<file path="config.mk">
export PLATFORM = sky130hd
export DESIGN_NAME = ram_port_arbiter
export DESIGN_NICKNAME = d
export VERILOG_FILES = /design/src/rtl/ram_port_arbiter.sv
export SDC_FILE = /design/constraint.sdc
export NUM_CORES = 1
export LEC_CHECK = 0
export CORE_ASPECT_RATIO = 1.1
export CORE_MARGIN = 2
export CORE_UTILIZATION = 36
export CTS_CLUSTER_SIZE = 8
export DETAILED_ROUTE_END_ITERATION = 7
export DONT_BUFFER_PORTS = 1
export PLACE_DENSITY_LB_ADDON = 0.15
export SLEW_MARGIN = 10
export SYNTH_ARGS = -nofsm -noshare
export SYNTH_HDL_FRONTEND = slang
export SYNTH_SLANG_ARGS = --single-unit
</file>
<file path="constraint.sdc">
create_clock -name clk -period 5.5 [get_ports clk]
set_clock_uncertainty 0.15 [all_clocks]
set_input_delay 1.65 -clock clk [delete_from_list [all_inputs] [get_ports clk]]
set_output_delay 1.65 -clock clk [all_outputs]
set_load 0.02 [all_outputs]
</file>
<file path="src/rtl/ram_port_arbiter.sv">
// ram_port_arbiter: shares one RAM port between fetch and LSU, with sub-word stores done as read-modify-write.
// Define RAM_ARB_RR_EN for round-robin arbitration; fixed LSU priority otherwise.
module ram_port_arbiter #(
   parameter int ADDR_WIDTH = 10,
   parameter int DATA_WIDTH = 32
)(
   input  logic                      clk,
   input  logic                      rst_n,
   input  logic                      if_req,
   input  logic [ADDR_WIDTH-1:0]     if_addr,
   output logic                      if_gnt,
   output logic                      if_rvalid,
   output logic [DATA_WIDTH-1:0]     if_rdata,
   input  logic                      ls_req,
   input  logic                      ls_we,
   input  logic [DATA_WIDTH/8-1:0]   ls_be,
   input  logic [ADDR_WIDTH-1:0]     ls_addr,
   input  logic [DATA_WIDTH-1:0]     ls_wdata,
   output logic                      ls_gnt,
   output logic                      ls_rvalid,
   output logic [DATA_WIDTH-1:0]     ls_rdata,
   output logic [ADDR_WIDTH-1:0]     mem_addr,
   output logic [DATA_WIDTH-1:0]     mem_wdata,
   output logic                      mem_we,
   input  logic [DATA_WIDTH-1:0]     mem_q
);
   localparam int BE_W = DATA_WIDTH / 8;
   typedef enum logic {IDLE, RMW_WR} state_t;
   state_t state_q, state_d;
   logic [ADDR_WIDTH-1:0] addr_q, addr_d;
   logic [BE_W-1:0] be_q, be_d;
   logic [DATA_WIDTH-1:0] wdata_q, wdata_d, merged;
   logic if_rvalid_q, if_rvalid_d, ls_rvalid_q, ls_rvalid_d;
   logic ls_win, if_win, ls_full, ls_partial, ls_pref, idle;
`ifdef RAM_ARB_RR_EN
   logic ls_pref_q, ls_pref_d;
   assign ls_pref = ls_pref_q;
`else
   assign ls_pref = 1'b1;
`endif
   assign if_rvalid = if_rvalid_q;
   assign ls_rvalid = ls_rvalid_q;
   assign if_rdata  = mem_q;
   assign ls_rdata  = mem_q;
   always_comb begin
      merged = mem_q;
      for (int i = 0; i < BE_W; i++)
         merged[8*i +: 8] = be_q[i] ? wdata_q[8*i +: 8] : mem_q[8*i +: 8];
      idle        = rst_n && state_q == IDLE;
      ls_full     = ls_we && &ls_be;
      ls_partial  = ls_we && |ls_be && !(&ls_be);
      ls_win      = idle && ls_req && (!if_req || ls_pref);
      if_win      = idle && if_req && !ls_win;
      ls_gnt      = ls_win;
      if_gnt      = if_win;
      mem_we      = rst_n && (state_q == RMW_WR || (ls_win && ls_full));
      mem_addr    = !rst_n ? '0 : state_q == RMW_WR ? addr_q : ls_win ? ls_addr : if_addr;
      mem_wdata   = !rst_n ? '0 : state_q == RMW_WR ? merged : ls_wdata;
      state_d     = ls_win && ls_partial ? RMW_WR : IDLE;
      addr_d      = ls_win && ls_partial ? ls_addr : addr_q;
      be_d        = ls_win && ls_partial ? ls_be : be_q;
      wdata_d     = ls_win && ls_partial ? ls_wdata : wdata_q;
      if_rvalid_d = if_win;
      // an RMW reports completion only after its write phase
      ls_rvalid_d = (ls_win && !ls_partial) || state_q == RMW_WR;
`ifdef RAM_ARB_RR_EN
      ls_pref_d   = idle && ls_req && if_req ? !ls_win : ls_pref_q;
`endif
   end
   always_ff @(posedge clk or negedge rst_n)
      if (!rst_n) begin
         state_q     <= IDLE;
         addr_q      <= '0;
         be_q        <= '0;
         wdata_q     <= '0;
         if_rvalid_q <= 1'b0;
         ls_rvalid_q <= 1'b0;
`ifdef RAM_ARB_RR_EN
         ls_pref_q   <= 1'b1;
`endif
      end else begin
         state_q     <= state_d;
         addr_q      <= addr_d;
         be_q        <= be_d;
         wdata_q     <= wdata_d;
         if_rvalid_q <= if_rvalid_d;
         ls_rvalid_q <= ls_rvalid_d;
`ifdef RAM_ARB_RR_EN
         ls_pref_q   <= ls_pref_d;
`endif
      end
endmodule

</file>
==> key figures, run 1 <==
Floorplan
  • Rows: 38
  • Initial core utilization: 36.77%
  • Core area: between 0.009 and 0.01 mm^2
  • Die Ht: around 110 um
  • Chip width: between 90 and 100 um
  • Die Footprint: between 0.01 and 0.015 mm^2
  • # IOs: about 200

Clocking
  • Root Driver: clkbuf_8
  • PostCTS Resize Cnt: 0
  • Hold Buf Count CTS: 0
  • Skew-Pair Late Insertion Delay: about 310 ps
  • Setup repair bufs after CTS: 0
  • CTS max path bufs: 2
  • Num CTS Buffers: 5
  • TritonCTS clock tree: yes
  • Htree depth: 2
  • Worst-path clk slew: 90 ps
  • Clk sinks: 49

Job
  • Max Cap Viol: 0

Setup path
  • Critical path's slowest cell: o21ai_0
  • Crit path DAT: ~2500 ps
  • CP Max Fanout: 95
  • Crit path buf inv count: 0
  • Top Family by Delay on Critical Path: compound AO/OA/AOI/OAI gates
  • Critical path cell sequence: nand4b_4 > o21ai_0
  • Worst setup EP type: output pin
  • Worst path max stage delay: between 600 and 700 ps
  • Critical Path RT: between 3000 and 4000 ps
  • Startpoint types: input port
  • Worst Path Class, Setup: input port to output pin

Detailed routing
  • Final ANT Viol Nets: 0
  • Drt pass-1 iters: 4
  • Wire per inst: 19.13 um
  • Total Wirelength: 7117 um
  • Initial drt markers: 78
  • Via-per-instance ratio: between 5 and 6
  • Via count of the routed design: slightly above 2,000
  • DRC viols: 0

Yosys
  • Synthesized instance count: ~330
  • Seq/Total Area, Yosys: around a third
  • Mapped Area: 0.003601 mm^2
  • Top-area cell type share of the netlist area: about a third
  • Synth top area cells: dfrtp_1, buf_4, mux2_4, mux2i_1, o211a_1
  • Yosys Warn Count: 0
  • Netlist cell types: 23
  • Synthesized area per cell: about 11 um^2
  • Synthesis-stage register bit count: between 40 and 50
  • Post-Syn Nets: approximately 420
  • Yosys top cell by area: dfrtp_1

Global route
  • Vias in the first global route: roughly 2,000
  • Gr ovfl total: 0
  • First-pass GRT wire length: 10,790 um
  • Initial antenna violation count: 0
  • Overall global routing resource usage: around an eighth
  • Largest net degree at the start of global routing: between 90 and 100

STA
  • Tcrit/Tclk final: 77.86%
  • Worst slew pin tran: 980.8 ps
  • TNS Setup: 0 ps
  • Final hold vios: 0
  • Setup-failing EPs final: 0
  • Max_slew headroom: 34.61%
  • Final min period: 4282 ps
  • Fmax: around 0.23 GHz
  • RSZ-0062 raised after global routing: no
  • Max Slew Vio Count: 0

Place
  • HPWL Detailed: around 4700 um
  • I/O Buffers: 0
  • Placed Area: approximately 0.0031 mm^2
  • Gpl congestion: approximately 0.65
  • Post-placement cell count: approximately 360

Power and ir drop
  • Pwr dens: between 300 and 400 mW/mm^2
  • Total power: between 1 and 1.5 mW
  • Leakage power: between 1.5 and 2 nW
  • Worst IR Drop VDD: around 120 uV

Run status
  • Status: completed

Finish
  • Total Nets Final: about 340
  • Antenna Diode Count: 0
  • Layout Utilization: between 30% and 40%
  • Share of layout cells above drive strength 1: a little under a quarter
  • Cell area after layout: between 0.003 and 0.004 mm^2
  • Fin cells: approximately 370
  • Layout area overhead: -9.694%

Min path
  • Worst Hold Class: flip-flop to flip-flop
[through the flow]
step	setup WS, ps	hold WS, ps
after floorplan	917.2	330.3
after global placement	1245	340.3
after detailed placement	1246	342.5
after CTS	1246	367.3
after global routing	1159	375.8
final	1218	364.1
[layout make-up]
type | count | area [um^2]
repair buffers | 3 | 22.52
clock inverters | 1 | 30.03
well taps | 120 | 150.1
flip-flops and latches | 49 | 1227
fillers | 1010 | 6543
clock buffers | 7 | 86.33
multi-input cells | 192 | 1735
[sequential cells by signal, summed over array words and instances, names as in the netlist]
register	count
wdata_q	32
be_q	4
if_rvalid	1
state_q	1
addr_q	10
ls_rvalid	1
[worst paths after layout]
path | cells after the start | startpoint | slack (ps) | end
worst min-delay path | 1 | addr_q[1]$_DFFE_PN0P_ | 360 | addr_q[1]$_DFFE_PN0P_
min in group asynchronous | 0 | rst_n | 880 | addr_q[6]$_DFFE_PN0P_
worst max-delay path | 2 | rst_n | 1220 | mem_we
max in group asynchronous | 0 | rst_n | 4120 | state_q$_DFF_PN0_
worst min register to register | 1 | addr_q[1]$_DFFE_PN0P_ | 360 | addr_q[1]$_DFFE_PN0P_
worst max register to register | 4 | state_q$_DFF_PN0_ | 3080 | wdata_q[13]$_DFFE_PN0P_
[cells in the final DEF, fill, tap and decap left out]
master,instances
a21o_1,1
and2_1,10
and3b_1,1
buf_4,3
bufinv_16,1
clkbuf_1,1
clkbuf_8,6
dfrtp_1,48
dfrtp_2,1
mux2_2,17
mux2_4,29
mux2i_1,42
nand2_1,43
nand3b_1,1
nand4_1,1
nand4b_4,1
nor3b_4,1
nor4_1,1
nor4bb_1,1
o211a_1,32
o21ai_0,11
[cells in the mapped netlist]
master and number:
o211a_1 32, buf_12 3, mux2_2 17, nand3b_1 1, mux2i_1 42, clkbuf_1 12
and2_1 10, buf_4 65, mux2_4 29, nand2_1 43, and3b_1 1, nor4_1 1
nor3b_2 1, buf_1 3, buf_2 5, nand4_1 1, a21o_1 1, clkbuf_2 1
o21ai_0 11, dfrtp_1 49, nand4b_4 1, buf_6 1, nor4bb_1 1
[power by group]
group / internal, mW / total, mW / switching (mW)
Clock: 0.148 / 0.270 / 0.122
Sequential: 0.438 / 0.512 / 0.0734
Combinational: 0.154 / 0.243 / 0.0885
[kinds of logic (layout without fill, tap and decap cells)]
kind of cell	after synthesis	in the layout	synth area share [%]
muxes	88	88	29.08
and+or+nand+nor	60	60	8.304
buffers and inverters	90	11	17.93
DFF	49	49	34.05
AOI/OAI and AO/OA	44	44	10.63
[layer usage]
layer,track usage (%),wire [um],vias up
met1,16.05,3047,1013
met4,4.795,123,0
met3,3.205,481,10
met2,21.09,3465,90
li1,-,-,923
met5,0,0,-
Power figures use the tool's default switching activity.
==> inputs of run 2 (changes only) <==
clock period = 4 ns   (was 5.5 ns; I/O delays follow)
==> key figures, run 2 (same netlist as run 1, synthesis figures left out) <==
Run status
  • Status: completed (unchanged)

Global route
  • Largest net degree at the start of global routing: 96 (unchanged)
  • Vias in the first global route: 1,989 (was 1,970)
  • Initial antenna violation count: 0 (unchanged)
  • Overall global routing resource usage: 12.71% (was 12.73%)
  • Gr ovfl total: 0 (unchanged)
  • First-pass GRT wire length: 10,720 um (was 10,790 um)

STA
  • WHS: 359.1 ps (was 364.1 ps)
  • Fmax: approximately 0.31 GHz
  • Worst slew pin tran: 580.9 ps (was 980.8 ps)
  • Final hold vios: 0 (unchanged)
  • TNS Setup: 0 ps (unchanged)
  • Setup-failing EPs final: 0 (unchanged)
  • Max_slew headroom: 61.27% (was 34.61%)
  • Max Slew Vio Count: 0 (unchanged)
  • Final min period: about 3200 ps
  • RSZ-0062 raised after global routing: no (unchanged)
  • Tcrit/Tclk final: approximately four fifths

Floorplan
  • Core area: 0.009794 mm^2 (unchanged)
  • Rows: 38 (unchanged)
  • # IOs: 204 (unchanged)
  • Initial core utilization: 36.77% (unchanged)
  • Die Footprint: 0.01082 mm^2 (unchanged)
  • Chip width: 99.36 um (unchanged)
  • Die Ht: 108.9 um (unchanged)

Detailed routing
  • Via count of the routed design: 2,027 (was 2,036)
  • Total Wirelength: 7094 um (was 7117 um)
  • Drt pass-1 iters: 4 (unchanged)
  • Initial drt markers: 56 (was 78)
  • Via-per-instance ratio: 5.405 (was 5.473)
  • DRC viols: 0 (unchanged)
  • Wire per inst: 18.92 um (was 19.13 um)
  • Final ANT Viol Nets: 0 (unchanged)

Min path
  • Worst Hold Class: flip-flop to flip-flop (unchanged)

Clocking
  • PostCTS Resize Cnt: 0 (unchanged)
  • TritonCTS clock tree: yes (unchanged)
  • Hold Buf Count CTS: 0 (unchanged)
  • Root Driver: clkbuf_8 (unchanged)
  • Clk sinks: 49 (unchanged)
  • Skew-Pair Late Insertion Delay: 310 ps (about the same)
  • Worst-path clk slew: 90 ps (about the same)
  • CTS max path bufs: 2 (unchanged)
  • Num CTS Buffers: 5 (unchanged)
  • Htree depth: 2 (unchanged)
  • Setup repair bufs after CTS: 0 (unchanged)

Place
  • HPWL Detailed: 4789 um (was 4701 um)
  • Gpl congestion: 0.6606 (was 0.6534)
  • I/O Buffers: 0 (unchanged)

Power and ir drop
  • Worst IR Drop VDD: 130.9 uV (was 118.8 uV)
  • Leakage power: 1.643 nW (was 1.631 nW)
  • Pwr dens: 418.9 mW/mm^2 (was 315.2 mW/mm^2)

Setup path
  • Crit path DAT: 1840 ps (was 2480 ps)
  • Critical Path RT: 2650 ps (was 3700 ps)
  • Critical path's slowest cell: dfrtp_2 (was o21ai_0)
  • Top Family by Delay on Critical Path: flip-flops (was compound AO/OA/AOI/OAI gates)
  • CP Max Fanout: 36 (was 95)
  • Crit path buf inv count: 1 (was 0)
  • Worst Path Class, Setup: flip-flop to output pin (was input port to output pin)
  • Startpoint types: flip-flop (was input port)
  • Worst path max stage delay: 750 ps (was 640 ps)
  • Worst setup EP type: output pin (unchanged)
  • Critical path cell sequence: buf_4 > o211a_1 (was nand4b_4 > o21ai_0)

Job
  • Max Cap Viol: 0 (unchanged)

Finish
  • Commonest non-fill, non-tap cells in the layout: dfrtp_1, nand2_1, mux2i_1 (unchanged)
  • Share of layout cells above drive strength 1: 24.71% (was 23.41%)
  • Largest registers: wdata_q x32, addr_q x10, be_q x4 (unchanged)
  • Top reg by flops: wdata_q (unchanged)
  • Max reg flops: 32 (unchanged)
  • Reg area: 0.001227 mm^2 (unchanged)
  • Leading cell type in the layout, fill and taps excluded: dfrtp_1 (unchanged)
  • Antenna Diode Count: 0 (unchanged)
  • Layout area overhead: -9.486% (was -9.694%)
  • Total Nets Final: 347 (was 344)
  • Area of the multi-input gates: 0.001735 mm^2 (unchanged)
  • Layout Utilization: 33.28% (was 33.20%)
  • Filler cells: 1,009 (was 1,010)
==> run 2: worst reg2reg max path: cells and delay by family (launching register included) <==
| family | cells | cell delay (ps) |
|---|---|---|
| DFF | 1 | 630 |
| muxes | 1 | 410 |
| and+or+nand+nor | 2 | 510 |
| buffers and inverters | 1 | 460 |
==> run 2: final timing paths <==
kind                       slack, ps                      end  depth (start not counted)                     from
max                              810            mem_wdata[10]                          2        state_q$_DFF_PN0_
max reg2reg                     1720  wdata_q[14]$_DFFE_PN0P_                          4        state_q$_DFF_PN0_
min in group asynchronous        420    addr_q[6]$_DFFE_PN0P_                          0                    rst_n
min reg2reg                      360  wdata_q[11]$_DFFE_PN0P_                          1  wdata_q[11]$_DFFE_PN0P_
max in group asynchronous       3110      be_q[3]$_DFFE_PN0P_                          0                    rst_n
min                              360  wdata_q[11]$_DFFE_PN0P_                          1  wdata_q[11]$_DFFE_PN0P_
==> run 2: per-stage QoR <==
stage          std cells  setup slack [ps]  power, mW  cell area (um^2)
6_report             375             808.4      1.365              3259
5_1_grt              375             681.5      1.448              3259
4_1_cts              375             786.2      1.393              3259
3_5_place_dp         367             901.0      1.051              3158
3_3_place_gp         367             920.7      1.045              3158
2_1_floorplan        331             317.2      1.109              3601
==> run 2: final cells by class <==
cell class	instances	share of cell area (%)
Multi-Input combinational cell	192	53.24
Tap cell	120	4.607
Sequential cell	49	37.66
Clock buffer	7	2.956
Timing Repair Buffer	6	1.382
Clock inverter	1	0.1536
==> run 2: layer usage <==
layer  vias up  global-route usage [%]  wire length (um)
met5         -                       0                 0
li1        932                       -                 -
met2        84                   20.27              3414
met3         7                   3.333               546
met4         0                   4.599               110
met1      1004                   16.67              3024
==> run 2: power by group <==
group	switching, mW	total (mW)	internal [mW]
Clock	0.171	0.328	0.157
Combinational	0.124	0.337	0.213
Sequential	0.0979	0.701	0.603
Total	0.393	1.37	0.972
==> inputs of run 3 (changes only) <==
clock period = 3 ns   (was 4 ns; I/O delays follow)
==> key figures, run 3 (same netlist as run 1, synthesis figures left out) <==
Run status
  • Status: completed (unchanged)

Finish
  • Layout Utilization: 33.25% (was 33.28%)
  • Filler cells: 997 (was 1,009)
  • Leading cell type in the layout, fill and taps excluded: dfrtp_1 (unchanged)
  • Commonest non-fill, non-tap cells in the layout: dfrtp_1, nand2_1, mux2i_1 (unchanged)
  • Total Nets Final: 347 (unchanged)
  • Top reg by flops: wdata_q (unchanged)
  • Layout area overhead: -9.555% (was -9.486%)
  • Share of layout cells above drive strength 1: 23.92% (was 24.71%)
  • Antenna Diode Count: 0 (unchanged)
  • Largest registers: wdata_q x32, addr_q x10, be_q x4 (unchanged)
  • Max reg flops: 32 (unchanged)

Clocking
  • Worst-path clk slew: 90 ps (about the same)
  • PostCTS Resize Cnt: 0 (unchanged)
  • Htree depth: 2 (unchanged)
  • Root Driver: clkbuf_8 (unchanged)
  • Setup repair bufs after CTS: 0 (unchanged)
  • Clk sinks: 49 (unchanged)
  • CTS max path bufs: 2 (unchanged)
  • TritonCTS clock tree: yes (unchanged)
  • Num CTS Buffers: 5 (unchanged)
  • Hold Buf Count CTS: 0 (unchanged)
  • Skew-Pair Late Insertion Delay: 300 ps (was 310 ps)

Power and ir drop
  • Comb power frac: 25.5% (was 24.7%)
  • Worst IR Drop VDD: 208.4 uV (was 130.9 uV)
  • NetSw: 0.5095 mW (was 0.3928 mW)
  • Leakage power: 1.632 nW (was 1.643 nW)
  • Clock network power share: 21.6% (was 24.0%)
  • Pwr dens: 542.1 mW/mm^2 (was 418.9 mW/mm^2)
  • P_int: 1.256 mW (was 0.9725 mW)
  • Sequential fraction of design power: 52.9% (was 51.3%)
  • Sw frac: 28.86% (was 28.77%)

Global route
  • Largest net degree at the start of global routing: 96 (unchanged)
  • Overall global routing resource usage: 12.44% (was 12.71%)
  • Initial antenna violation count: 0 (unchanged)
  • First-pass GRT wire length: 10,640 um (was 10,720 um)
  • Vias in the first global route: 2,039 (was 1,989)
  • Gr ovfl total: 0 (unchanged)

Setup path
  • Critical Path RT: 1950 ps (was 2650 ps)
  • Crit path DAT: 1650 ps (was 1840 ps)
  • Startpoint types: flip-flop (unchanged)
  • Worst setup EP type: output pin (unchanged)
  • CP Max Fanout: 30 (was 36)
  • Worst Path Class, Setup: flip-flop to output pin (unchanged)

STA
  • Max Slew Vio Count: 0 (unchanged)
  • Final hold vios: 0 (unchanged)
  • Tcrit/Tclk final: around nine tenths
  • TNS Setup: 0 ps (unchanged)
  • Max_slew headroom: 64.33% (was 61.27%)
  • Fmax: 0.3708 GHz
  • Worst slew pin tran: 530.2 ps (was 580.9 ps)
  • Final min period: 2697 ps
  • Setup-failing EPs final: 0 (unchanged)
  • RSZ-0062 raised after global routing: no (unchanged)

Detailed routing
  • Initial drt markers: 64 (was 56)
  • Wire per inst: 18.83 um (was 18.92 um)
  • Drt pass-1 iters: 4 (unchanged)
  • DRC viols: 0 (unchanged)
  • Via count of the routed design: 2,015 (was 2,027)
  • Via-per-instance ratio: 5.373 (was 5.405)
  • Final ANT Viol Nets: 0 (unchanged)
  • Total Wirelength: 7062 um (was 7094 um)

Place
  • HPWL Detailed: 4790 um (was 4789 um)
  • I/O Buffers: 0 (unchanged)
  • Gpl congestion: 0.6973 (was 0.6606)

Floorplan
  • Core area: 0.009794 mm^2 (unchanged)
  • Rows: 38 (unchanged)
  • Die Footprint: 0.01082 mm^2 (unchanged)
  • Die Ht: 108.9 um (unchanged)
  • Initial core utilization: 36.77% (unchanged)
  • # IOs: 204 (unchanged)
  • Chip width: 99.36 um (unchanged)

Min path
  • Worst Hold Class: input port to asynchronous set/reset pin (was flip-flop to flip-flop)

Job
  • Max Cap Viol: 0 (unchanged)
==> run 3: area by class of cell <==
| type | count | area [um^2] | share of cell area (%) |
|---|---|---|---|
| Multi-Input combinational cell | 192 | 1742 | 53.48 |
| Sequential cell | 49 | 1227 | 37.69 |
| Tap cell | 120 | 150.1 | 4.610 |
| Timing Repair Buffer | 6 | 57.56 | 1.767 |
| Clock buffer | 8 | 80.08 | 2.459 |
==> run 3: critical path, stage by stage, from the launching register on <==
cell and delay [ps]:
dfrtp_2 720, buf_4 320, nand2_1 70, o21ai_0 70, buf_4 170
==> run 3: through the flow <==
| stage | hold slack (ps) | cells | setup slack, ps | instance area [um^2] | total power [mW] |
|---|---|---|---|---|---|
| 2_1_floorplan | 330.3 | 331 | 133.6 | 3607 | 1.479 |
| 3_3_place_gp | 339.3 | 367 | 543.3 | 3177 | 1.394 |
| 3_5_place_dp | 343.8 | 367 | 542.0 | 3177 | 1.401 |
| 4_1_cts | 120.4 | 375 | 268.2 | 3257 | 1.799 |
| 5_1_grt | 108.5 | 375 | 148.2 | 3257 | 1.872 |
| 6_report | 133.8 | 375 | 303.4 | 3257 | 1.766 |
==> run 3: power by group through the flow <==
| stage | combinational (mW) | clock (mW) | sequential [mW] |
|---|---|---|---|
| finish | 0.450 | 0.382 | 0.934 |
| global route | 0.487 | 0.427 | 0.958 |
| CTS | 0.455 | 0.407 | 0.937 |
| detailed placement | 0.453 | 0 | 0.948 |
| global placement | 0.447 | 0 | 0.947 |
| floorplan | 0.610 | 0 | 0.870 |
==> run 3: per-layer routing <==
metal / global-route usage, % / part of all wire [%] / vias to the layer above / wire length (um)
li1: - / - / 931 / -
met3: 3.910 / 8.2 / 5 / 577
met2: 19.84 / 48 / 88 / 3386
met4: 4.012 / 1.2 / 0 / 87
met5: 0 / 0 / - / 0
met1: 16.11 / 43 / 991 / 3010
==> run 3: path summary, 6_finish.rpt <==
check,from,endpoint,slack [ps],depth (start not counted)
worst max-delay path,state_q$_DFF_PN0_,mem_we,300,4
worst min-delay path,rst_n,addr_q[7]$_DFFE_PN0P_,130,0
worst max register to register,state_q$_DFF_PN0_,wdata_q[12]$_DFFE_PN0P_,770,4
worst min register to register,wdata_q[14]$_DFFE_PN0P_,wdata_q[14]$_DFFE_PN0P_,360,1
max in group asynchronous,rst_n,addr_q[9]$_DFFE_PN0P_,2390,0
min in group clk,wdata_q[14]$_DFFE_PN0P_,wdata_q[14]$_DFFE_PN0P_,360,1
